### config.mk
export PLATFORM = sky130hd
export DESIGN_NAME = guess_round_ctrl
export DESIGN_NICKNAME = d
export VERILOG_FILES = /design/src/rtl/guess_round_ctrl.sv
export SDC_FILE = /design/constraint.sdc
export NUM_CORES = 1
export LEC_CHECK = 0
export ABC_AREA = 1
export CORE_UTILIZATION = 30
export DETAILED_ROUTE_END_ITERATION = 16
export PLACE_DENSITY = 0.57
export SLEW_MARGIN = 25
export SYNTH_ARGS = -nofsm -noshare
export SYNTH_HDL_FRONTEND = slang
export SYNTH_SLANG_ARGS = --single-unit
### constraint.sdc
create_clock -name clk -period 2.8 [get_ports clk]
set_input_delay 0.56 -clock clk [delete_from_list [all_inputs] [get_ports clk]]
set_output_delay 0.56 -clock clk [all_outputs]
set_load 0.02 [all_outputs]
### src/rtl/guess_round_ctrl.sv
// guess_round_ctrl -- round sequencer for the number-guessing game.
//
// Runs the game flow from decoded keypad strobes to win/lose. It collects
// a 4-digit secret, then collects 4-digit guesses. It triggers and samples
// the external A/B matcher, holds each result for display, counts attempts
// and declares WIN or LOSE.
//
// Ports:
//   clk        system clock (divided keypad clock domain)
//   rst        asynchronous active-high reset
//   key_valid  one-cycle strobe qualifying key_code
//   key_code   0-9 digit, 10 enter, 11 backspace, 12 restart, 13-15 ignored
//   r_a, r_b   matcher A/B counts for (secret, guess)
//   entry      digits being typed, 4 BCD nibbles, newest in [3:0]
//   entry_cnt  number of digits currently in entry (0..4)
//   secret     committed secret, to matcher
//   guess      committed guess, to matcher
//   match_en   high for the whole CHECK phase
//   last_a/b   sampled matcher result of the latest guess
//   tries      completed attempts
//   phase      0 SET_SECRET, 1 GUESS, 2 CHECK, 3 RESULT, 4 WIN, 5 LOSE
//   dup_err    one-cycle pulse when a duplicate digit is rejected
//   win, lose  phase == WIN / phase == LOSE
module guess_round_ctrl #(
    parameter int MAX_TRIES   = 10,
    parameter int MATCH_LAT   = 0,
    parameter int RESULT_HOLD = 16
) (
    input  logic        clk,
    input  logic        rst,
    input  logic        key_valid,
    input  logic [3:0]  key_code,
    input  logic [2:0]  r_a,
    input  logic [2:0]  r_b,
    output logic [15:0] entry,
    output logic [2:0]  entry_cnt,
    output logic [15:0] secret,
    output logic [15:0] guess,
    output logic        match_en,
    output logic [2:0]  last_a,
    output logic [2:0]  last_b,
    output logic [3:0]  tries,
    output logic [2:0]  phase,
    output logic        dup_err,
    output logic        win,
    output logic        lose
);

    typedef enum logic [2:0] {
        PH_SET_SECRET = 3'd0,
        PH_GUESS      = 3'd1,
        PH_CHECK      = 3'd2,
        PH_RESULT     = 3'd3,
        PH_WIN        = 3'd4,
        PH_LOSE       = 3'd5
    } phase_t;

    // One counter serves both CHECK (matcher latency) and RESULT (display
    // hold); the two phases never overlap.
    localparam int CNT_MAX = (MATCH_LAT > RESULT_HOLD) ? MATCH_LAT : RESULT_HOLD;
    localparam int CNT_W   = $clog2(CNT_MAX + 1);
    localparam logic [CNT_W-1:0] CHECK_LAST  = CNT_W'(MATCH_LAT);
    localparam logic [CNT_W-1:0] HOLD_LAST   = CNT_W'(RESULT_HOLD - 1);
    localparam logic [3:0]       TRIES_LIMIT = 4'(MAX_TRIES);

    phase_t            state, state_n;
    logic [CNT_W-1:0]  cnt, cnt_n;
    logic [15:0]       entry_n, secret_n, guess_n;
    logic [2:0]        entry_cnt_n, last_a_n, last_b_n;
    logic [3:0]        tries_n, tries_inc;
    logic              dup_n;
    logic              is_digit, is_enter, is_back, is_restart, present;

    assign is_digit   = key_valid && (key_code <= 4'd9);
    assign is_enter   = key_valid && (key_code == 4'd10);
    assign is_back    = key_valid && (key_code == 4'd11);
    assign is_restart = key_valid && (key_code == 4'd12);
    assign tries_inc  = tries + 4'd1;

    // Only the occupied nibbles take part in the duplicate test; empty
    // nibbles are zero and would otherwise falsely match digit 0.
    always_comb begin
        present = 1'b0;
        for (int i = 0; i < 4; i++) begin
            if ((3'(i) < entry_cnt) && (entry[i*4 +: 4] == key_code)) begin
                present = 1'b1;
            end
        end
    end

    always_comb begin
        state_n     = state;
        cnt_n       = cnt;
        entry_n     = entry;
        entry_cnt_n = entry_cnt;
        secret_n    = secret;
        guess_n     = guess;
        last_a_n    = last_a;
        last_b_n    = last_b;
        tries_n     = tries;
        dup_n       = 1'b0;

        if (is_restart) begin
            state_n     = PH_SET_SECRET;
            cnt_n       = '0;
            entry_n     = '0;
            entry_cnt_n = '0;
            secret_n    = '0;
            guess_n     = '0;
            last_a_n    = '0;
            last_b_n    = '0;
            tries_n     = '0;
        end else begin
            case (state)
                PH_SET_SECRET, PH_GUESS: begin
                    if (is_digit && (entry_cnt < 3'd4)) begin
                        if (present) begin
                            dup_n = 1'b1;
                        end else begin
                            entry_n     = {entry[11:0], key_code};
                            entry_cnt_n = entry_cnt + 3'd1;
                        end
                    end else if (is_back && (entry_cnt != 3'd0)) begin
                        entry_n     = {4'h0, entry[15:4]};
                        entry_cnt_n = entry_cnt - 3'd1;
                    end else if (is_enter && (entry_cnt == 3'd4)) begin
                        if (state == PH_SET_SECRET) begin
                            secret_n = entry;
                            state_n  = PH_GUESS;
                        end else begin
                            guess_n  = entry;
                            state_n  = PH_CHECK;
                        end
                        entry_n     = '0;
                        entry_cnt_n = '0;
                        cnt_n       = '0;
                    end
                end
                PH_CHECK: begin
                    if (cnt == CHECK_LAST) begin
                        last_a_n = r_a;
                        last_b_n = r_b;
                        tries_n  = tries_inc;
                        cnt_n    = '0;
                        // A correct final guess wins rather than loses.
                        if (r_a == 3'd4) begin
                            state_n = PH_WIN;
                        end else if (tries_inc == TRIES_LIMIT) begin
                            state_n = PH_LOSE;
                        end else begin
                            state_n = PH_RESULT;
                        end
                    end else begin
                        cnt_n = cnt + 1'b1;
                    end
                end
                PH_RESULT: begin
                    if (cnt == HOLD_LAST) begin
                        state_n = PH_GUESS;
                        cnt_n   = '0;
                    end else begin
                        cnt_n = cnt + 1'b1;
                    end
                end
                default: begin
                end
            endcase
        end
    end

    always_ff @(posedge clk or posedge rst) begin
        if (rst) begin
            state     <= PH_SET_SECRET;
            cnt       <= '0;
            entry     <= '0;
            entry_cnt <= '0;
            secret    <= '0;
            guess     <= '0;
            last_a    <= '0;
            last_b    <= '0;
            tries     <= '0;
            dup_err   <= 1'b0;
        end else begin
            state     <= state_n;
            cnt       <= cnt_n;
            entry     <= entry_n;
            entry_cnt <= entry_cnt_n;
            secret    <= secret_n;
            guess     <= guess_n;
            last_a    <= last_a_n;
            last_b    <= last_b_n;
            tries     <= tries_n;
            dup_err   <= dup_n;
        end
    end

    assign phase    = state;
    assign match_en = (state == PH_CHECK);
    assign win      = (state == PH_WIN);
    assign lose     = (state == PH_LOSE);

endmodule

### Yosys cells after proc, flatten, opt, wreduce, memory -nomap -nowiden

Cells that the tools add are included.

| storage, ports and cells | value |
|---|---|
| bits in registers | 70 |
| input bits | 13 |
| output and inout port bits | 68 |

| operators by class | value |
|---|---|
| add/sub/neg operators | 4 |
| order comparisons | 6 |
| eq/ne operators | 25 |
| muxes and demuxes | 58 |
| reduce and logical (&&, ||, !) cells | 28 |

Operators with widths:

| cell | number |
|---|---|
| 16-bit two-way mux | 18 |
| 3-bit two-way mux | 20 |
| 5-bit two-way mux | 6 |
| 4-bit == test | 4 |
| 4-bit == test (second input constant) | 4 |
| 3-bit inequality test (second input constant) | 5 |
| 5-bit one-hot mux with 3 select lines | 1 |
| 3-bit == test (second input constant) | 4 |
| 4-bit two-way mux | 3 |
| 1-bit logical AND | 11 |
| 5-bit AND reduction | 2 |
| 2-bit nonzero test | 5 |
| 3-bit one-hot mux with 3 select lines | 1 |
| 1-bit two-way mux | 8 |
| 4-bit nonzero test | 2 |
| 3-bit by 2-bit == test with 1-bit output (second input constant) | 2 |
| 1-bit by 3-bit < comparator with 1-bit output (first input constant) | 2 |
| 2-bit by 3-bit < comparator with 1-bit output (first input constant) | 2 |
| 2-bit inequality test (second input constant) | 3 |
| 6-bit AND reduction | 1 |
| 5-bit by 1-bit adder with 5-bit output (second input constant) | 1 |
| 5-bit by 4-bit == test with 1-bit output (second input constant) | 1 |
| 5-bit zero test | 1 |
| 4-bit by 1-bit adder with 4-bit output (second input constant) | 1 |
| 13 further kinds | 13 |

### Longest topological paths before layout

| logic depth | value |
|---|---|
| word-level depth | 10 |
| mapped depth | 13 |
| depth with buffers taken out | 11 |

### Least setup slack after synthesis

No wires, ideal clock.

| timing path | value |
|---|---|
| path type | register to output |
| start point | register state[0] (netlist: phase[0]) |
| end point | output port lose |
| arrival time | 1.317 ns |
| required time | 2.240 ns |
| path slack | 0.923 ns |
| cell stages (with the launch flop) | 4 |
| path buffers | 1 |
| cell sequence | dfrtp_1 clkbuf_1 inv_1 nor3_1 |

| between the ends | value |
|---|---|
| longest elaborated chain between the ends | 1 |

Ends and longest elaborated chain:

| item | RTL line | RTL |
|---|---|---|
| start, declared | 66 | `phase_t state, state_n;` |
| start signal, assigned | 184 | `state <= state_n;` |
| 3-bit == test | 200 | `assign lose = (state == PH_LOSE);` |
| end, declared | 46 | `output logic lose` |

No other way between the ends.

### Final worst setup path

Same ends and word-level chain as after synthesis.

==> run summary <==
Status: finished, final reports clean
Synth Area in Compound Gates: 0.1183
Post-CTS setup buffers: 0
Prevailing post-synth register cell: dfrtp_1
Total number of vias: 3,381
Fillers: 1,256
Post-Route Utilization: 0.4222
Critical Path Slowest Stage Cell: clkdlybuf4s50_1
Post-Layout Cell Count: 750
ANT cells: 0
Adder-cell share of the synthesized area: 0.03333
Cts hold-fix bufs: 0
Initial antenna violation count: 0
I/O Buffers: 80
Area of the multi-input gates: 1604 um2
Max Clock Skew: 0.008455 ns
Clk root buf: clkbuf_16
Std-Cell Rows: 40
Initial DRT Pass Iterations: 5
Grt ovf: 0
GRT Util Overall: 0.1661
Max Root-Sink Buffers: 2
Post-route setup TNS: 0 ns
Slew Viols, Final: 0
Number of synthesized flops with an enable pin: 0
Worst endpoint data arrival time: 1.94 ns
Wire length per cell: 13.32 um
HP Class: flop to flop
1st-iter DRT viols: 167
Area leader, netlist: dfrtp_1
Clock Latency Late Sink: 0.33 ns
Placer Congestion: 0.8298
P per Cell Area: 881.5 nW/um2
Die outline area: 12,960 um2
Mean Syn Cell Area: 7.692 um2
Core ar.: 12,110 um2
Critical Path Fanout Max: 11
Post-synth cell types: 32
Largest net degree at the start of global routing: 47
Total Wirelength: 9990 um
Worst EP required: 2.24 ns
Die Width: 113.9 um
Ys Warns: 0
First-pass GRT wire length: 16,680 um
Main combinational cell family by area after synthesis: simple AND/OR/NAND/NOR gates
Max Cap Violations: 0
DP Cell Count: 733
Post-CTS Resized: 0
Startpoint Class: flop
Seq/Total Area, Yosys: 0.4667
Peak supply drop: 0.3134 mV
Critical Path Sink Type: output pin
Slowest stage delay, CP: 0.64 ns
Ports: 81
Number of CTS-inserted buffers: 9
DR DRC count: 0
Final Hold Fails: 0
Clock sinks: 70
Worst Setup Path Type: flop to output pin
Post-DP HPWL: 7336 um
Leakage: 2.483 nW
Netlist Area Pre-Place: 3754 um2
Asr flop ratio synth: 1.000
Synth top area cells: dfrtp_1 (47%), nand2_1 (15%), inv_1 (7.0%)
Max Fclk: 400.2 MHz
Die Span Y: 113.9 um
Clock transition at path regs: 0.06 ns
Vias in the first global route: 3,362
Fin crit share: 0.8924
#FFs+latches synth: 70
Rel. slew slack: 0.5744
Post-synthesis mux area share: 0.002667
Hold path cells: 2
RSZ-0062 raised after global routing: no
Area growth syn-to-layout: 36.23%
CTS tree: yes
Starting Density: 0.3099
Mapped Cells: 488
Top-area cell type share of the netlist area: 0.4667
Antenna Nets Post-Route: 0
Worst slew pin tran: 0.6384 ns
Reg2Reg Depth: 10
DR vias/cell: 4.508
Synth Net Count: 511
Layout cells sized above 1: 0.08419
H-tree depth: 3
Simple-gate share of the synthesized area: 0.2520
Final setup vio count: 0
Min Tclk post-route: 2.499 ns
Register Area: 1752 um2
Layout Nets: 600
Synth Area in XOR/XNOR: 0.02100
Worst path cell trace: inv_1 > nor3_1 > clkdlybuf4s50_1
[per-layer routing]
layer,GRT usage,routed length [um],up-vias
met2,0.2545,4497,83
met5,0,0,-
met4,0.07013,82,0
met3,0.03401,392,6
met1,0.2284,5018,1567
li1,-,-,1725
[cell families (layout without fill, tap and decap cells)]
group / count (synthesis) / count (layout)
AND/OR/NAND/NOR: 227 / 227
adder cells (fa/ha/maj): 10 / 10
multiplexers: 1 / 1
flip-flops: 70 / 70
XOR/XNOR: 9 / 9
buffers and inverters: 95 / 189
AO/OA/AOI/OAI: 76 / 76
[where the power goes]
group	leakage, nW	total (mW)	internal [mW]	switching (mW)
combinational	1.40	1.80	0.751	1.05
clock	0.145	1.17	0.741	0.426
sequential	0.937	1.54	1.28	0.268
total	2.48	4.51	2.77	1.74
[worst max-delay path: cells and delay by family, from the launching register on]
kind | cells | cell delay (ns)
AND/OR/NAND/NOR | 1 | 0.23
flip-flops | 1 | 0.55
buffers and inverters | 2 | 0.83
[sequential cells by signal, indices dropped and copies added (netlist names)]
register / cells
entry: 16
guess: 16
secret: 16
cnt: 5
tries: 4
entry_cnt: 3
last_a: 3
last_b: 3
phase: 3
dup_err: 1
[metrics by stage]
stage | total power [mW] | setup slack (ns) | hold slack, ns | instance area, um2
floorplan | 2.594 | 0.4718 | 0.5049 | 3754
CTS | 4.549 | 0.2741 | 0.4894 | 5099
detailed placement | 3.359 | 0.03934 | 0.4748 | 4788
global route | 4.828 | 0.1860 | 0.5183 | 5114
finish | 4.508 | 0.3014 | 0.4859 | 5114
global placement | 3.327 | 0.1765 | 0.4649 | 4788
[Yosys cell counts (2+ instances only)]
cell / number
a211oi_1: 2
a21oi_1: 4
a21oi_2: 2
buf_2: 9
buf_4: 2
buf_6: 3
clkbuf_1: 5
dfrtp_1: 70
ha_1: 10
inv_1: 70
inv_2: 5
nand2_1: 154
nand2_2: 3
nand3_1: 44
nor2_1: 20
nor3_1: 2
o21ai_0: 48
o21ai_1: 3
o22ai_1: 12
xnor2_1: 3
xor2_1: 6
[layout make-up]
cell class	instances	area share
inverter	75	0.05505
clock buffer	12	0.05016
sequential	70	0.3425
timing repair buffer	98	0.1869
tap	168	0.04111
clock inverter	4	0.01052
multi-input combinational	323	0.3137
[layout by cell type, fill, tap and decap left out, types with 6 or more instances in the layout]
| cell type | count |
|---|---|
| clkbuf_16 | 9 |
| xor2_1 | 6 |
| clkdlybuf4s50_1 | 80 |
| buf_4 | 16 |
| inv_1 | 69 |
| ha_1 | 10 |
| nand3_1 | 44 |
| o22ai_1 | 12 |
| nand2_1 | 154 |
| nor2_1 | 20 |
| o21ai_0 | 48 |
| dfrtp_1 | 70 |
| inv_2 | 6 |
[final timing paths]
check / from / endpoint / slack (ns)
min in group asynchronous: rst / guess[0] / 0.61
setup / recovery: phase[0] / lose / 0.30
max in group asynchronous: rst / phase[0] / 1.55
hold / removal: secret[6] / secret[6] / 0.49
setup reg to reg: entry_cnt[0] / entry[10] / 0.68
hold reg to reg: secret[6] / secret[6] / 0.49
(Power assumes the default switching activity.)
